## config.mk

```make
export PLATFORM = sky130hd
export DESIGN_NAME = mem_access
export DESIGN_NICKNAME = d
export VERILOG_FILES = /design/src/rtl/mem_access.sv
export SDC_FILE = /design/constraint.sdc
export NUM_CORES = 1
export LEC_CHECK = 0
export CAP_MARGIN = 0
export CORE_ASPECT_RATIO = 0.5
export CORE_MARGIN = 3
export CORE_UTILIZATION = 51
export DETAILED_ROUTE_END_ITERATION = 10
export GPL_TIMING_DRIVEN = 0
export PLACE_DENSITY = 0.92
export SETUP_SLACK_MARGIN = 0.4
export SYNTH_ARGS = -nofsm -noshare
export SYNTH_HDL_FRONTEND = slang
export SYNTH_SLANG_ARGS = --single-unit
```

## constraint.sdc

```tcl
create_clock -name clk_i -period 9.9 [get_ports clk_i]
set_input_delay 1.98 -clock clk_i [delete_from_list [all_inputs] [get_ports clk_i]]
set_output_delay 1.98 -clock clk_i [all_outputs]
set_load 0.01 [all_outputs]
```

## src/rtl/mem_access.sv

```systemverilog
// mem_access: RV32 memory-access stage. Holds the M pipeline register, runs
// loads/stores over a req/ack data bus with lane steering and load extension,
// stalls while the bus is busy, and flags illegal accesses and bus timeouts.
module mem_access #(
  parameter int unsigned MAX_WAIT_CYCLES = 255
) (
  input  logic        clk_i,
  input  logic        reset_i,
  input  logic [31:0] alu_result_e_i,
  input  logic [31:0] write_data_e_i,
  input  logic [4:0]  rd_e_i,
  input  logic [31:0] pc_plus_4_e_i,
  input  logic        reg_write_e_i,
  input  logic        mem_read_e_i,
  input  logic        mem_write_e_i,
  input  logic [2:0]  funct3_e_i,
  output logic [31:0] alu_result_m_o,
  output logic [4:0]  rd_m_o,
  output logic        reg_write_m_o,
  output logic [31:0] pc_plus_4_m_o,
  output logic [31:0] read_data_m_o,
  output logic        mem_busy_o,
  output logic        misaligned_o,
  output logic        timeout_o,
  output logic        dmem_req_o,
  output logic        dmem_we_o,
  output logic [31:0] dmem_addr_o,
  output logic [3:0]  dmem_be_o,
  output logic [31:0] dmem_wdata_o,
  input  logic [31:0] dmem_rdata_i,
  input  logic        dmem_ack_i
);

  localparam int unsigned CNT_W = (MAX_WAIT_CYCLES > 1) ? $clog2(MAX_WAIT_CYCLES + 1) : 1;
  // wait_cnt holds the number of request cycles already spent before the current one
  localparam logic [CNT_W-1:0] CNT_LAST = CNT_W'(MAX_WAIT_CYCLES - 1);

  typedef enum logic [1:0] {
    ST_IDLE  = 2'd0,
    ST_WAIT  = 2'd1,
    ST_FAULT = 2'd2
  } state_t;

  state_t           state, state_n;
  logic [CNT_W-1:0] wait_cnt, wait_cnt_n;

  logic [31:0] write_data_m;
  logic        reg_write_m;
  logic        mem_read_m;
  logic        mem_write_m;
  logic [2:0]  funct3_m;

  logic        mem_op, f3_ok, aligned, legal, access, illegal;
  logic [3:0]  lane_be;
  logic [31:0] lane_wdata;
  logic [7:0]  ld_byte;
  logic [15:0] ld_half;
  logic [31:0] ld_ext;

  // M pipeline register: advances whenever the stage is not stalled
  always_ff @(posedge clk_i or posedge reset_i) begin
    if (reset_i) begin
      alu_result_m_o <= '0;
      write_data_m   <= '0;
      rd_m_o         <= '0;
      pc_plus_4_m_o  <= '0;
      reg_write_m    <= 1'b0;
      mem_read_m     <= 1'b0;
      mem_write_m    <= 1'b0;
      funct3_m       <= '0;
    end else if (!mem_busy_o) begin
      alu_result_m_o <= alu_result_e_i;
      write_data_m   <= write_data_e_i;
      rd_m_o         <= rd_e_i;
      pc_plus_4_m_o  <= pc_plus_4_e_i;
      reg_write_m    <= reg_write_e_i;
      mem_read_m     <= mem_read_e_i;
      mem_write_m    <= mem_write_e_i;
      funct3_m       <= funct3_e_i;
    end
  end

  // Access legality: width/sign code and natural alignment
  always_comb begin
    mem_op = mem_read_m | mem_write_m;
    case (funct3_m)
      3'b000, 3'b001, 3'b010: f3_ok = 1'b1;
      3'b100, 3'b101:         f3_ok = ~mem_write_m;
      default:                f3_ok = 1'b0;
    endcase
    case (funct3_m[1:0])
      2'b01:   aligned = ~alu_result_m_o[0];
      2'b10:   aligned = (alu_result_m_o[1:0] == 2'b00);
      default: aligned = 1'b1;
    endcase
    legal   = f3_ok & aligned;
    access  = mem_op & legal;
    illegal = mem_op & ~legal;
  end

  // Store lane steering and load byte/half extraction
  always_comb begin
    case (funct3_m[1:0])
      2'b00: begin
        lane_be    = 4'(4'b0001 << alu_result_m_o[1:0]);
        lane_wdata = {4{write_data_m[7:0]}};
      end
      2'b01: begin
        lane_be    = alu_result_m_o[1] ? 4'b1100 : 4'b0011;
        lane_wdata = {2{write_data_m[15:0]}};
      end
      default: begin
        lane_be    = 4'b1111;
        lane_wdata = write_data_m;
      end
    endcase
    case (alu_result_m_o[1:0])
      2'b00:   ld_byte = dmem_rdata_i[7:0];
      2'b01:   ld_byte = dmem_rdata_i[15:8];
      2'b10:   ld_byte = dmem_rdata_i[23:16];
      default: ld_byte = dmem_rdata_i[31:24];
    endcase
    ld_half = alu_result_m_o[1] ? dmem_rdata_i[31:16] : dmem_rdata_i[15:0];
    case (funct3_m)
      3'b000:  ld_ext = {{24{ld_byte[7]}}, ld_byte};
      3'b001:  ld_ext = {{16{ld_half[15]}}, ld_half};
      3'b100:  ld_ext = {24'd0, ld_byte};
      3'b101:  ld_ext = {16'd0, ld_half};
      default: ld_ext = dmem_rdata_i;
    endcase
  end

  // Bus FSM state and wait counter
  always_ff @(posedge clk_i or posedge reset_i) begin
    if (reset_i) begin
      state    <= ST_IDLE;
      wait_cnt <= '0;
    end else begin
      state    <= state_n;
      wait_cnt <= wait_cnt_n;
    end
  end

  // Bus FSM next state, request and timeout
  always_comb begin
    state_n    = state;
    wait_cnt_n = wait_cnt;
    dmem_req_o = 1'b0;
    timeout_o  = 1'b0;
    case (state)
      ST_IDLE: begin
        dmem_req_o = access;
        if (access && !dmem_ack_i) begin
          if (CNT_LAST == '0) begin
            state_n = ST_FAULT;
          end else begin
            state_n    = ST_WAIT;
            wait_cnt_n = CNT_W'(1);
          end
        end
      end
      ST_WAIT: begin
        dmem_req_o = 1'b1;
        if (dmem_ack_i) begin
          state_n    = ST_IDLE;
          wait_cnt_n = '0;
        end else if (wait_cnt == CNT_LAST) begin
          state_n    = ST_FAULT;
          wait_cnt_n = '0;
        end else begin
          wait_cnt_n = wait_cnt + CNT_W'(1);
        end
      end
      ST_FAULT: begin
        timeout_o = 1'b1;
        state_n   = ST_IDLE;
      end
      default: begin
        state_n    = ST_IDLE;
        wait_cnt_n = '0;
      end
    endcase
  end

  // Bus side outputs, stall and writeback qualification
  always_comb begin
    mem_busy_o    = dmem_req_o & ~dmem_ack_i;
    misaligned_o  = illegal;
    dmem_we_o     = dmem_req_o & mem_write_m;
    dmem_addr_o   = {alu_result_m_o[31:2], 2'b00};
    dmem_be_o     = dmem_req_o ? lane_be : 4'b0000;
    dmem_wdata_o  = lane_wdata;
    read_data_m_o = (dmem_req_o && dmem_ack_i) ? ld_ext : 32'd0;
    reg_write_m_o = reg_write_m & ~illegal & (state != ST_FAULT);
  end

endmodule
```

==> results.yml, run 1 <==
timing:
  setup-tns-final_ns: 0
  transition_time_of_the_tightest_slew_check_pin_ns: 0.707
  finClkSkew_ns: 0.0140
  grt_setup_unrepaired: "false"
  finalCritPeriodShare_pct: 63.0
  setup_viol_count_final: 0
  clock.fmax_mhz: 160
  max_slew_margin_pct: 52.9
  min_period_ns: 6.24
  finalHoldViolations: 0
  timing_max_transition_violations_final: 0
worst_setup_path:
  required_ns: 7.92
  beginning_of_the_critical_path: "dmem_ack_i"
  r2r_setup_slack_ns: 7.35
  critical_path.endpoint: "read_data_m_o[16]"
  timing.critical_path.from_type: "primary input"
  cp_data_arrival_time_ns: 4.26
  path_class: "in -> out"
  reg2reg_from: "funct3_m[0]$_DFFE_PP0N_"
  critical_path.reg2reg.endpoint: "alu_result_m_o[30]$_DFFE_PP0N_"
  cp_max_fo: 10
  rr_worst_depth: 8
  setup.worst_path.end_class: "output port"
final_layout:
  final_nets: 1642
  final_area_sq_um: 13500
  layout.cells.most_common: "sky130_fd_sc_hd__clkdlybuf4s50_1"
  drive_above_1_share_pct: 11.1
  nFillCells: 1259
  layout_common_cells: "sky130_fd_sc_hd__clkdlybuf4s50_1 (314), sky130_fd_sc_hd__dfrtp_1 (117), sky130_fd_sc_hd__a22o_1 (114), sky130_fd_sc_hd__nor2b_1 (111), sky130_fd_sc_hd__nand3_1 (111)"
  layout-area-overhead-vs-synth_pct: 42.7
  antenna-diode-count: 0
clock_tree:
  tritoncts_clock_tree: "built"
  hold_buffers: 0
  clock-sinks: 117
  cts.reportedPaths.clkPinSlew_ns: 0.06
  postCtsSetupBuffers: 0
  cts_repair_resize_count: 0
  cts.path.max_buffers: 2
  clk_latency_ns: 0.44
  cts_inserted_buffers: 17
  root_buffer: "sky130_fd_sc_hd__clkbuf_16"
  number_of_h_tree_levels: 4
drt:
  vias_per_cell: 6.94
  first_pass_iters: 7
  drcViolationCount: 0
  routed_wl_mm: 39.5
  vias: 12081
  antenna_violating_nets_post_route: 0
  avgRoutedWirePerCell_um: 22.7
  drt_iter0_markers: 1572
floorplan:
  fp.coreArea_sq_um: 17700
  design.die.area_sq_um: 20300
  die-width_um: 198
  num_io_pins: 317
  num_rows: 34
  initial_utilization_pct: 53.3
  die_height_um: 102
yosys:
  dominantRegCellSynth: "sky130_fd_sc_hd__dfrtp_1"
  synth_top_cells_by_area: "sky130_fd_sc_hd__dfrtp_1 (31%), sky130_fd_sc_hd__a22o_1 (11%), sky130_fd_sc_hd__nor2b_1 (7.4%), sky130_fd_sc_hd__nand4_1 (7.2%), sky130_fd_sc_hd__a31oi_1 (7.0%)"
  yosys.area.top_type_share_pct: 31.0
  share_of_the_yosys_chip_area_belonging_to_registers_pct: 31.0
  synth_enable_flop_cells: 0
  syn_avg_cell_area_sq_um: 8.14
  synth.yosys.warnings: 0
  syn_area_sq_um: 9450
  async_flop_share_pct: 100
  yosys.cell_types.count: 62
  synthCells: 1160
  yosys_register_bits: 117
  netlist.top_cell.by_area: "sky130_fd_sc_hd__dfrtp_1"
power_and_ir_drop:
  cellPowerDensity_nw_per_um2: 349
  irDropWorstVdd_mv: 0.209
  reported_leakage_power_nw: 5.21
global_routing:
  grt_first_pass_wirelength_mm: 61.8
  aggregate_global_routing_overflow: 0
  first_global_vias: 11638
  globalRouteTotalUtil_pct: 37.9
  pin_count_of_the_biggest_net_entering_global_routing: 74
  antenna_found_initial: 0
placed_design:
  place_area_sq_um: 12900
  dp_hpwl_mm: 27.9
  globalplace.congestion: 0.937
  port_buffers: 314
run_status:
  outcome: "finished, final reports clean"
min_path:
  hold_class: "reg -> reg"
flow_run:
  drv_cap: 0
## critical path: stages
cell and delay [ns]:
sky130_fd_sc_hd__clkdlybuf4s50_1 0.61, sky130_fd_sc_hd__nor3b_1 0.33, sky130_fd_sc_hd__a31oi_2 0.23, sky130_fd_sc_hd__buf_2 0.26
sky130_fd_sc_hd__nor3_1 0.24, sky130_fd_sc_hd__clkdlybuf4s50_1 0.60
## per-stage QoR
step / hold WS (ns) / utilization (%) / total power [W] / setup slack [ns] / instances
finish: 0.553 / 76.0 / 0.00470 / 3.66 / 1742
global route: 0.579 / 76.0 / 0.00491 / 3.52 / 1742
CTS: 0.549 / 76.0 / 0.00460 / 3.71 / 1742
detailed placement: 0.534 / 72.8 / 0.00398 / 3.78 / 1710
global placement: 0.522 / 72.6 / 0.00387 / 2.87 / 1709
floorplan: 0.502 / - / 0.00260 / 4.82 / 1161
## flip-flops by register name, summed over array words and instances (netlist names), 2 cells and up
name            cells
rd_m_o              5
wait_cnt            8
alu_result_m_o     32
state               2
pc_plus_4_m_o      32
write_data_m       32
funct3_m            3
## synthesized netlist by cell type, types with 22 or more instances
library cell and instances:
sky130_fd_sc_hd__o21ai_0 109, sky130_fd_sc_hd__nand3_1 111, sky130_fd_sc_hd__nor2b_1 111, sky130_fd_sc_hd__buf_2 48
sky130_fd_sc_hd__dfrtp_1 117, sky130_fd_sc_hd__nand4_1 108, sky130_fd_sc_hd__nand2_1 22, sky130_fd_sc_hd__nor3_1 24
sky130_fd_sc_hd__a22o_1 114, sky130_fd_sc_hd__a31oi_1 105, sky130_fd_sc_hd__a21oi_1 32, sky130_fd_sc_hd__clkbuf_1 67
sky130_fd_sc_hd__buf_4 48
## area by class of cell
cell class	count	area (sq um)	area share [%]
clock inverters	8	73.8	0.547
repair buffers	315	3170	23.5
well taps	234	293	2.17
plain buffers	180	950	7.04
clock buffers	24	492	3.65
multi-input cells	858	5550	41.2
flip-flops and latches	117	2930	21.7
inverters	6	27.5	0.204
## how the worst min path moves through the flow
| stage | to | from | slack, ns | depth (start not counted) |
|---|---|---|---|---|
| after floorplan | reg_write_m$_DFFE_PP0N_ | reg_write_m$_DFFE_PP0N_ | 0.50 | 2 |
| after global placement | write_data_m[21]$_DFFE_PP0N_ | write_data_m[21]$_DFFE_PP0N_ | 0.52 | 2 |
| final | rd_m_o[3]$_DFFE_PP0N_ | rd_m_o[3]$_DFFE_PP0N_ | 0.55 | 2 |
| after detailed placement | rd_m_o[3]$_DFFE_PP0N_ | rd_m_o[3]$_DFFE_PP0N_ | 0.53 | 2 |
| after CTS | write_data_m[18]$_DFFE_PP0N_ | write_data_m[18]$_DFFE_PP0N_ | 0.55 | 2 |
| after global routing | write_data_m[24]$_DFFE_PP0N_ | write_data_m[24]$_DFFE_PP0N_ | 0.58 | 2 |
## power by group
| part | total [W] | switching [W] | internal (W) | leakage [nW] |
|---|---|---|---|---|
| sequential | 0.000979 | 0.000278 | 0.000701 | 1.33 |
| combinational | 0.00311 | 0.00176 | 0.00135 | 3.61 |
| clock | 0.000611 | 0.000241 | 0.000370 | 0.276 |
| total | 0.00470 | 0.00228 | 0.00242 | 5.21 |
## kinds of logic after synthesis
logic type	Yosys count	share of synthesized area (%)
AND/OR/NAND/NOR	416	25.0
adder cells (fa/ha/maj)	5	0.662
XOR/XNOR	1	0.0927
buffers and inverters	186	10.3
other	1	0.0397
multiplexers	18	2.29
flip-flops	117	31.0
AO/OA/AOI/OAI	416	30.6
## metal layers
layer  global-route usage (%)  share of wire (%)  vias up  wire length, um
met5                        0                  0        -                0
met4                     18.6                5.2        0             2060
met3                     8.96                 12      195             4720
met2                     60.8                 46     1057            18100
met1                     48.8                 37     5718            14600
li1                         -                  -     5111                -
No activity file was read; power rests on OpenSTA's default activity.
==> run 2, diff against run 1 <==
--- a/config.mk
+++ b/config.mk
@@ -8,10 +8,10 @@
 export CAP_MARGIN = 0
 export CORE_ASPECT_RATIO = 0.5
 export CORE_MARGIN = 3
-export CORE_UTILIZATION = 51
+export CORE_UTILIZATION = 43
 export DETAILED_ROUTE_END_ITERATION = 10
 export GPL_TIMING_DRIVEN = 0
-export PLACE_DENSITY = 0.92
+export PLACE_DENSITY = 0.83
 export SETUP_SLACK_MARGIN = 0.4
 export SYNTH_ARGS = -nofsm -noshare
 export SYNTH_HDL_FRONTEND = slang
==> constraint.sdc (replaced) <==
create_clock -name clk_i -period 5.5 [get_ports clk_i]
set_input_delay 1.1 -clock clk_i [delete_from_list [all_inputs] [get_ports clk_i]]
set_output_delay 1.1 -clock clk_i [all_outputs]
set_load 0.01 [all_outputs]
==> results.yml, run 2 (same netlist as run 1, synthesis figures left out) <==
placed_design:
  port_buffers: 314
  dp_hpwl_mm: 28.7
  dpl.cell_count: 1768
  globalplace.congestion: 0.896
floorplan:
  initial_utilization_pct: 44.8
  die-width_um: 216
  num_io_pins: 317
  fp.coreArea_sq_um: 21100
  design.die.area_sq_um: 23900
  die_height_um: 111
  num_rows: 37
global_routing:
  globalRouteTotalUtil_pct: 32.7
  grt_first_pass_wirelength_mm: 64.0
  met2_usage_pct: 50.8
  grtUsageMet1_pct: 44.9
  pin_count_of_the_biggest_net_entering_global_routing: 65
  antenna_found_initial: 1
  aggregate_global_routing_overflow: 0
  gr-usage-met3_pct: 6.02
  top_usage_layer: "met2"
  first_global_vias: 11304
worst_setup_path:
  cp_max_fo: 10
  critical-path-top-cell-by-count: "sky130_fd_sc_hd__clkdlybuf4s50_1"
  cp_data_arrival_time_ns: 3.35
  cpPeakStageDelay_ns: 0.61
  timing.critical_path.buf_inv: 3
  required_ns: 4.40
  path_class: "in -> out"
  setup.worst_path.end_class: "output port"
  worstPathCellList: "clkdlybuf4s50_1 > nor3b_1 > a31oi_2 > buf_2 > nor3_1 > clkdlybuf4s50_1"
  timing.critical_path.from_type: "primary input"
  critical_path.slowest_cell: "sky130_fd_sc_hd__clkdlybuf4s50_1"
  critical_path.top_delay_family: "buffers and inverters"
timing:
  setup-tns-final_ns: 0
  finClkSkew_ns: 0.00823
  setup_viol_count_final: 0
  grt_setup_unrepaired: "false"
  finalHoldViolations: 0
  max_slew_margin_pct: 50.9
  clock.fmax_mhz: 225
  timing_max_transition_violations_final: 0
  transition_time_of_the_tightest_slew_check_pin_ns: 0.735
  min_period_ns: 4.45
  finalCritPeriodShare_pct: 80.9
  holdWs_ns: 0.554
drt:
  vias: 11904
  drcViolationCount: 0
  routed_wl_mm: 40.9
  first_pass_iters: 7
  drt_iter0_markers: 1434
  vias_per_cell: 6.61
  antenna_violating_nets_post_route: 0
  avgRoutedWirePerCell_um: 22.7
clock_tree:
  tritoncts_clock_tree: "built"
  cts.reportedPaths.clkPinSlew_ns: 0.05
  postCtsSetupBuffers: 0
  cts_repair_resize_count: 0
  clk_latency_ns: 0.43
  cts.path.max_buffers: 2
  root_buffer: "sky130_fd_sc_hd__clkbuf_16"
  number_of_h_tree_levels: 4
  clock-sinks: 117
  hold_buffers: 0
  cts_inserted_buffers: 17
final_layout:
  regArea_sq_um: 2930
  top_regs: "alu_result_m_o: 32 flops, pc_plus_4_m_o: 32 flops, write_data_m: 32 flops"
  nFillCells: 1783
  multi_input_area_sq_um: 5550
  layout-area-overhead-vs-synth_pct: 43.8
  final_cells: 1800
  layout.cells.most_common: "sky130_fd_sc_hd__clkdlybuf4s50_1"
  drive_above_1_share_pct: 11.1
  layout_common_cells: "sky130_fd_sc_hd__clkdlybuf4s50_1 (314), sky130_fd_sc_hd__dfrtp_1 (117), sky130_fd_sc_hd__a22o_1 (114), sky130_fd_sc_hd__nor2b_1 (111), sky130_fd_sc_hd__nand3_1 (111)"
  final_nets: 1642
power_and_ir_drop:
  irDropWorstVdd_mv: 0.292
  reported_leakage_power_nw: 5.23
  finalPower_w: 0.00856
  cellPowerDensity_nw_per_um2: 630
min_path:
  hold_class: "reg -> reg"
run_status:
  outcome: "finished, final reports clean"
flow_run:
  drv_cap: 0
## run 2: cell count changes in the layout (fill, tap and decap cells not counted), sizes merged
cell      before  now
clkinv         5    4
inv            6    7
diode          0    1
clkinvlp       2    1
bufinv         1    3
clkbuf        94   92
## run 2: routing by layer
metal | wire [um] | up-vias
li1 | - | 5097
met1 | 17000 | 5821
met2 | 18400 | 854
met3 | 3810 | 132
met4 | 1700 | 0
met5 | 0 | -
## run 2: worst paths after layout
check / from / cells past startpoint / endpoint / slack (ns)
max in group asynchronous: reset_i / 3 / alu_result_m_o[28]$_DFFE_PP0N_ / 3.66
setup / recovery: dmem_ack_i / 6 / read_data_m_o[16] / 1.05
hold reg to reg: write_data_m[16]$_DFFE_PP0N_ / 2 / write_data_m[16]$_DFFE_PP0N_ / 0.55
hold / removal: write_data_m[16]$_DFFE_PP0N_ / 2 / write_data_m[16]$_DFFE_PP0N_ / 0.55
min in group asynchronous: reset_i / 2 / pc_plus_4_m_o[6]$_DFFE_PP0N_ / 1.11
setup reg to reg: funct3_m[1]$_DFFE_PP0N_ / 9 / alu_result_m_o[29]$_DFFE_PP0N_ / 2.97
## run 2: final cells by class
| class | instances | area share, % |
|---|---|---|
| antenna | 1 | 0.0184 |
| tap | 292 | 2.69 |
| buffer | 180 | 6.99 |
| clock buffer | 22 | 3.42 |
| clock inverter | 9 | 0.930 |
| inverter | 6 | 0.203 |
| timing repair buffer | 315 | 23.3 |
| sequential | 117 | 21.6 |
| multi-input combinational | 858 | 40.9 |
## run 2: where the power goes
group | switching (W) | internal (W) | leakage (nW) | total (W)
Combinational | 0.00322 | 0.00243 | 3.61 | 0.00564
Sequential | 0.000489 | 0.00126 | 1.33 | 0.00175
Clock | 0.000436 | 0.000732 | 0.290 | 0.00117
## run 2: stage by stage
| stage | utilization, % | setup WS (ns) | instance area, sq um |
|---|---|---|---|
| floorplan | - | 1.30 | 9450 |
| global placement | 61.5 | -0.756 | 13000 |
| detailed placement | 61.7 | 1.07 | 13000 |
| CTS | 64.5 | 1.06 | 13600 |
| global route | 64.5 | 0.943 | 13600 |
| finish | 64.5 | 1.05 | 13600 |
## run 2: worst min-delay path, stage by stage (launching register included)
cell and delay, ns:
sky130_fd_sc_hd__dfrtp_1 0.36, sky130_fd_sc_hd__a31oi_1 0.09, sky130_fd_sc_hd__nand3_1 0.07
==> run 3, diff against run 2 <==
--- a/config.mk
+++ b/config.mk
@@ -8,10 +8,10 @@
 export CAP_MARGIN = 0
 export CORE_ASPECT_RATIO = 0.5
 export CORE_MARGIN = 3
-export CORE_UTILIZATION = 43
+export CORE_UTILIZATION = 47
 export DETAILED_ROUTE_END_ITERATION = 10
 export GPL_TIMING_DRIVEN = 0
-export PLACE_DENSITY = 0.83
+export PLACE_DENSITY = 0.86
 export SETUP_SLACK_MARGIN = 0.4
 export SYNTH_ARGS = -nofsm -noshare
 export SYNTH_HDL_FRONTEND = slang
==> constraint.sdc (replaced) <==
create_clock -name clk_i -period 4.1 [get_ports clk_i]
set_input_delay 0.82 -clock clk_i [delete_from_list [all_inputs] [get_ports clk_i]]
set_output_delay 0.82 -clock clk_i [all_outputs]
set_load 0.01 [all_outputs]
==> results.yml, run 3 (same netlist as run 1, synthesis figures left out) <==
run_status:
  outcome: "finished, final reports clean"
floorplan:
  num_rows: 35
  design.die.area_sq_um: 21900
  die-width_um: 206
  num_io_pins: 317
  die_height_um: 106
  fp.coreArea_sq_um: 19000
  initial_utilization_pct: 49.6
timing:
  min_period_ns: 3.73
  holdWs_ns: 0.558
  finClkSkew_ns: 0.0103
  timing_max_transition_violations_final: 0
  max_slew_margin_pct: 52.6
  transition_time_of_the_tightest_slew_check_pin_ns: 0.710
  finalHoldViolations: 0
  clock.fmax_mhz: 268
  setup-tns-final_ns: 0
  setup_viol_count_final: 0
  grt_setup_unrepaired: "true"
  finalCritPeriodShare_pct: 91.0
clock_tree:
  root_buffer: "sky130_fd_sc_hd__clkbuf_16"
  clk_latency_ns: 0.43
  cts_inserted_buffers: 17
  cts.reportedPaths.clkPinSlew_ns: 0.06
  clock-sinks: 117
  number_of_h_tree_levels: 4
  tritoncts_clock_tree: "built"
  hold_buffers: 0
  cts.path.max_buffers: 2
drt:
  antenna_violating_nets_post_route: 0
  routed.top_layer: "met4"
  wirelength_met1_mm: 15.5
  met2_length_mm: 18.8
  drcViolationCount: 0
  drt_iter0_markers: 1371
  met3_length_mm: 4.23
  first_pass_iters: 8
  vias_per_cell: 6.65
  routed_wl_mm: 40.2
  avgRoutedWirePerCell_um: 22.6
  vias: 11834
final_layout:
  final_cells: 1779
  final_nets: 1654
  nFillCells: 1485
  layout-area-overhead-vs-synth_pct: 46.4
  top_regs: "alu_result_m_o: 32 flops, pc_plus_4_m_o: 32 flops, write_data_m: 32 flops"
  drive_above_1_share_pct: 13.0
  layout.cells.most_common: "sky130_fd_sc_hd__clkdlybuf4s50_1"
  fin_util_pct: 72.6
  antenna-diode-count: 0
  layout_common_cells: "sky130_fd_sc_hd__clkdlybuf4s50_1 (290), sky130_fd_sc_hd__dfrtp_1 (116), sky130_fd_sc_hd__a22o_1 (114), sky130_fd_sc_hd__nor2b_1 (111), sky130_fd_sc_hd__nand3_1 (111)"
global_routing:
  aggregate_global_routing_overflow: 0
  pin_count_of_the_biggest_net_entering_global_routing: 38
  grt_first_pass_wirelength_mm: 61.9
  antenna_found_initial: 0
  globalRouteTotalUtil_pct: 35.3
  first_global_vias: 11385
worst_setup_path:
  path_class: "reg -> out"
  r2r_setup_slack_ns: 1.52
  timing.critical_path.from_type: "register"
  required_ns: 3.28
  cp_data_arrival_time_ns: 2.91
  cp_max_fo: 10
  setup.worst_path.end_class: "output port"
power_and_ir_drop:
  irDropWorstVdd_mv: 0.458
  cellPowerDensity_nw_per_um2: 845
  reported_leakage_power_nw: 5.73
placed_design:
  dp_hpwl_mm: 28.5
  globalplace.congestion: 0.908
  port_buffers: 314
  dpl.cell_count: 1737
flow_run:
  drv_cap: 0
min_path:
  hold_class: "reg -> reg"
[run 3: changes by cell type in the layout (fill, tap and decap cells not counted), sizes merged]
cell           change
clkinv             -1
clkinvlp           +3
clkdlybuf4s50     -24
dlygate4sd2        +3
buf                +7
dlymetal6s2s      +21
inv                +2
clkbuf             +2
diode              -1
[run 3: power by group]
part	switching [W]	internal, W
sequential	0.000664	0.00169
combinational	0.00431	0.00339
clock	0.000633	0.000997
[run 3: critical path, cell delays in order, from the launching register on]
cell                              delay [ns]
sky130_fd_sc_hd__dfrtp_2                0.44
sky130_fd_sc_hd__inv_1                  0.10
sky130_fd_sc_hd__ha_2                   0.31
sky130_fd_sc_hd__a22oi_2                0.21
sky130_fd_sc_hd__o21a_4                 0.22
sky130_fd_sc_hd__a31oi_4                0.14
sky130_fd_sc_hd__clkbuf_4               0.24
sky130_fd_sc_hd__nor3_1                 0.23
sky130_fd_sc_hd__clkdlybuf4s50_1        0.58
[run 3: metrics by stage]
stage / setup WS, ns / area [sq um] / total power [W]
CTS: 0.393 / 13700 / 0.0114
global route: 0.344 / 13800 / 0.0123
global placement: 0.338 / 12900 / 0.00942
detailed placement: 0.288 / 13000 / 0.00963
floorplan: 1.44 / 9450 / 0.00627
finish: 0.369 / 13800 / 0.0117
[run 3: area by class of cell]
cell class	count	area [sq um]	share of cell area (%)
clock buffers	19	453	3.28
well taps	259	324	2.34
multi-input cells	858	5610	40.6
plain buffers	180	990	7.16
inverters	6	26.3	0.190
repair buffers	327	3330	24.1
clock inverters	13	170	1.23
flip-flops and latches	117	2930	21.2
[run 3: final timing paths]
| kind | start | end | depth (start not counted) |
|---|---|---|---|
| max | funct3_m[0]$_DFFE_PP0N_ | read_data_m_o[16] | 8 |
| min in group asynchronous | reset_i | alu_result_m_o[22]$_DFFE_PP0N_ | 2 |
| min reg2reg | write_data_m[16]$_DFFE_PP0N_ | write_data_m[16]$_DFFE_PP0N_ | 2 |
| max reg2reg | funct3_m[1]$_DFFE_PP0N_ | alu_result_m_o[30]$_DFFE_PP0N_ | 9 |
| max in group asynchronous | reset_i | write_data_m[11]$_DFFE_PP0N_ | 4 |
| min | write_data_m[16]$_DFFE_PP0N_ | write_data_m[16]$_DFFE_PP0N_ | 2 |
[run 3: repair_timing]
action                     in CTS  in global routing
pin swaps                       1                  3
resized for setup              17                 44
buffers inserted                1                  9
setup endpoints to repair      50                 47
[run 3: layer usage]
layer / GRT usage [%] / vias up
met4: 13.9 / 0
met5: 0 / -
met1: 47.0 / 5693
li1: - / 5130
met2: 56.7 / 868
met3: 6.88 / 143
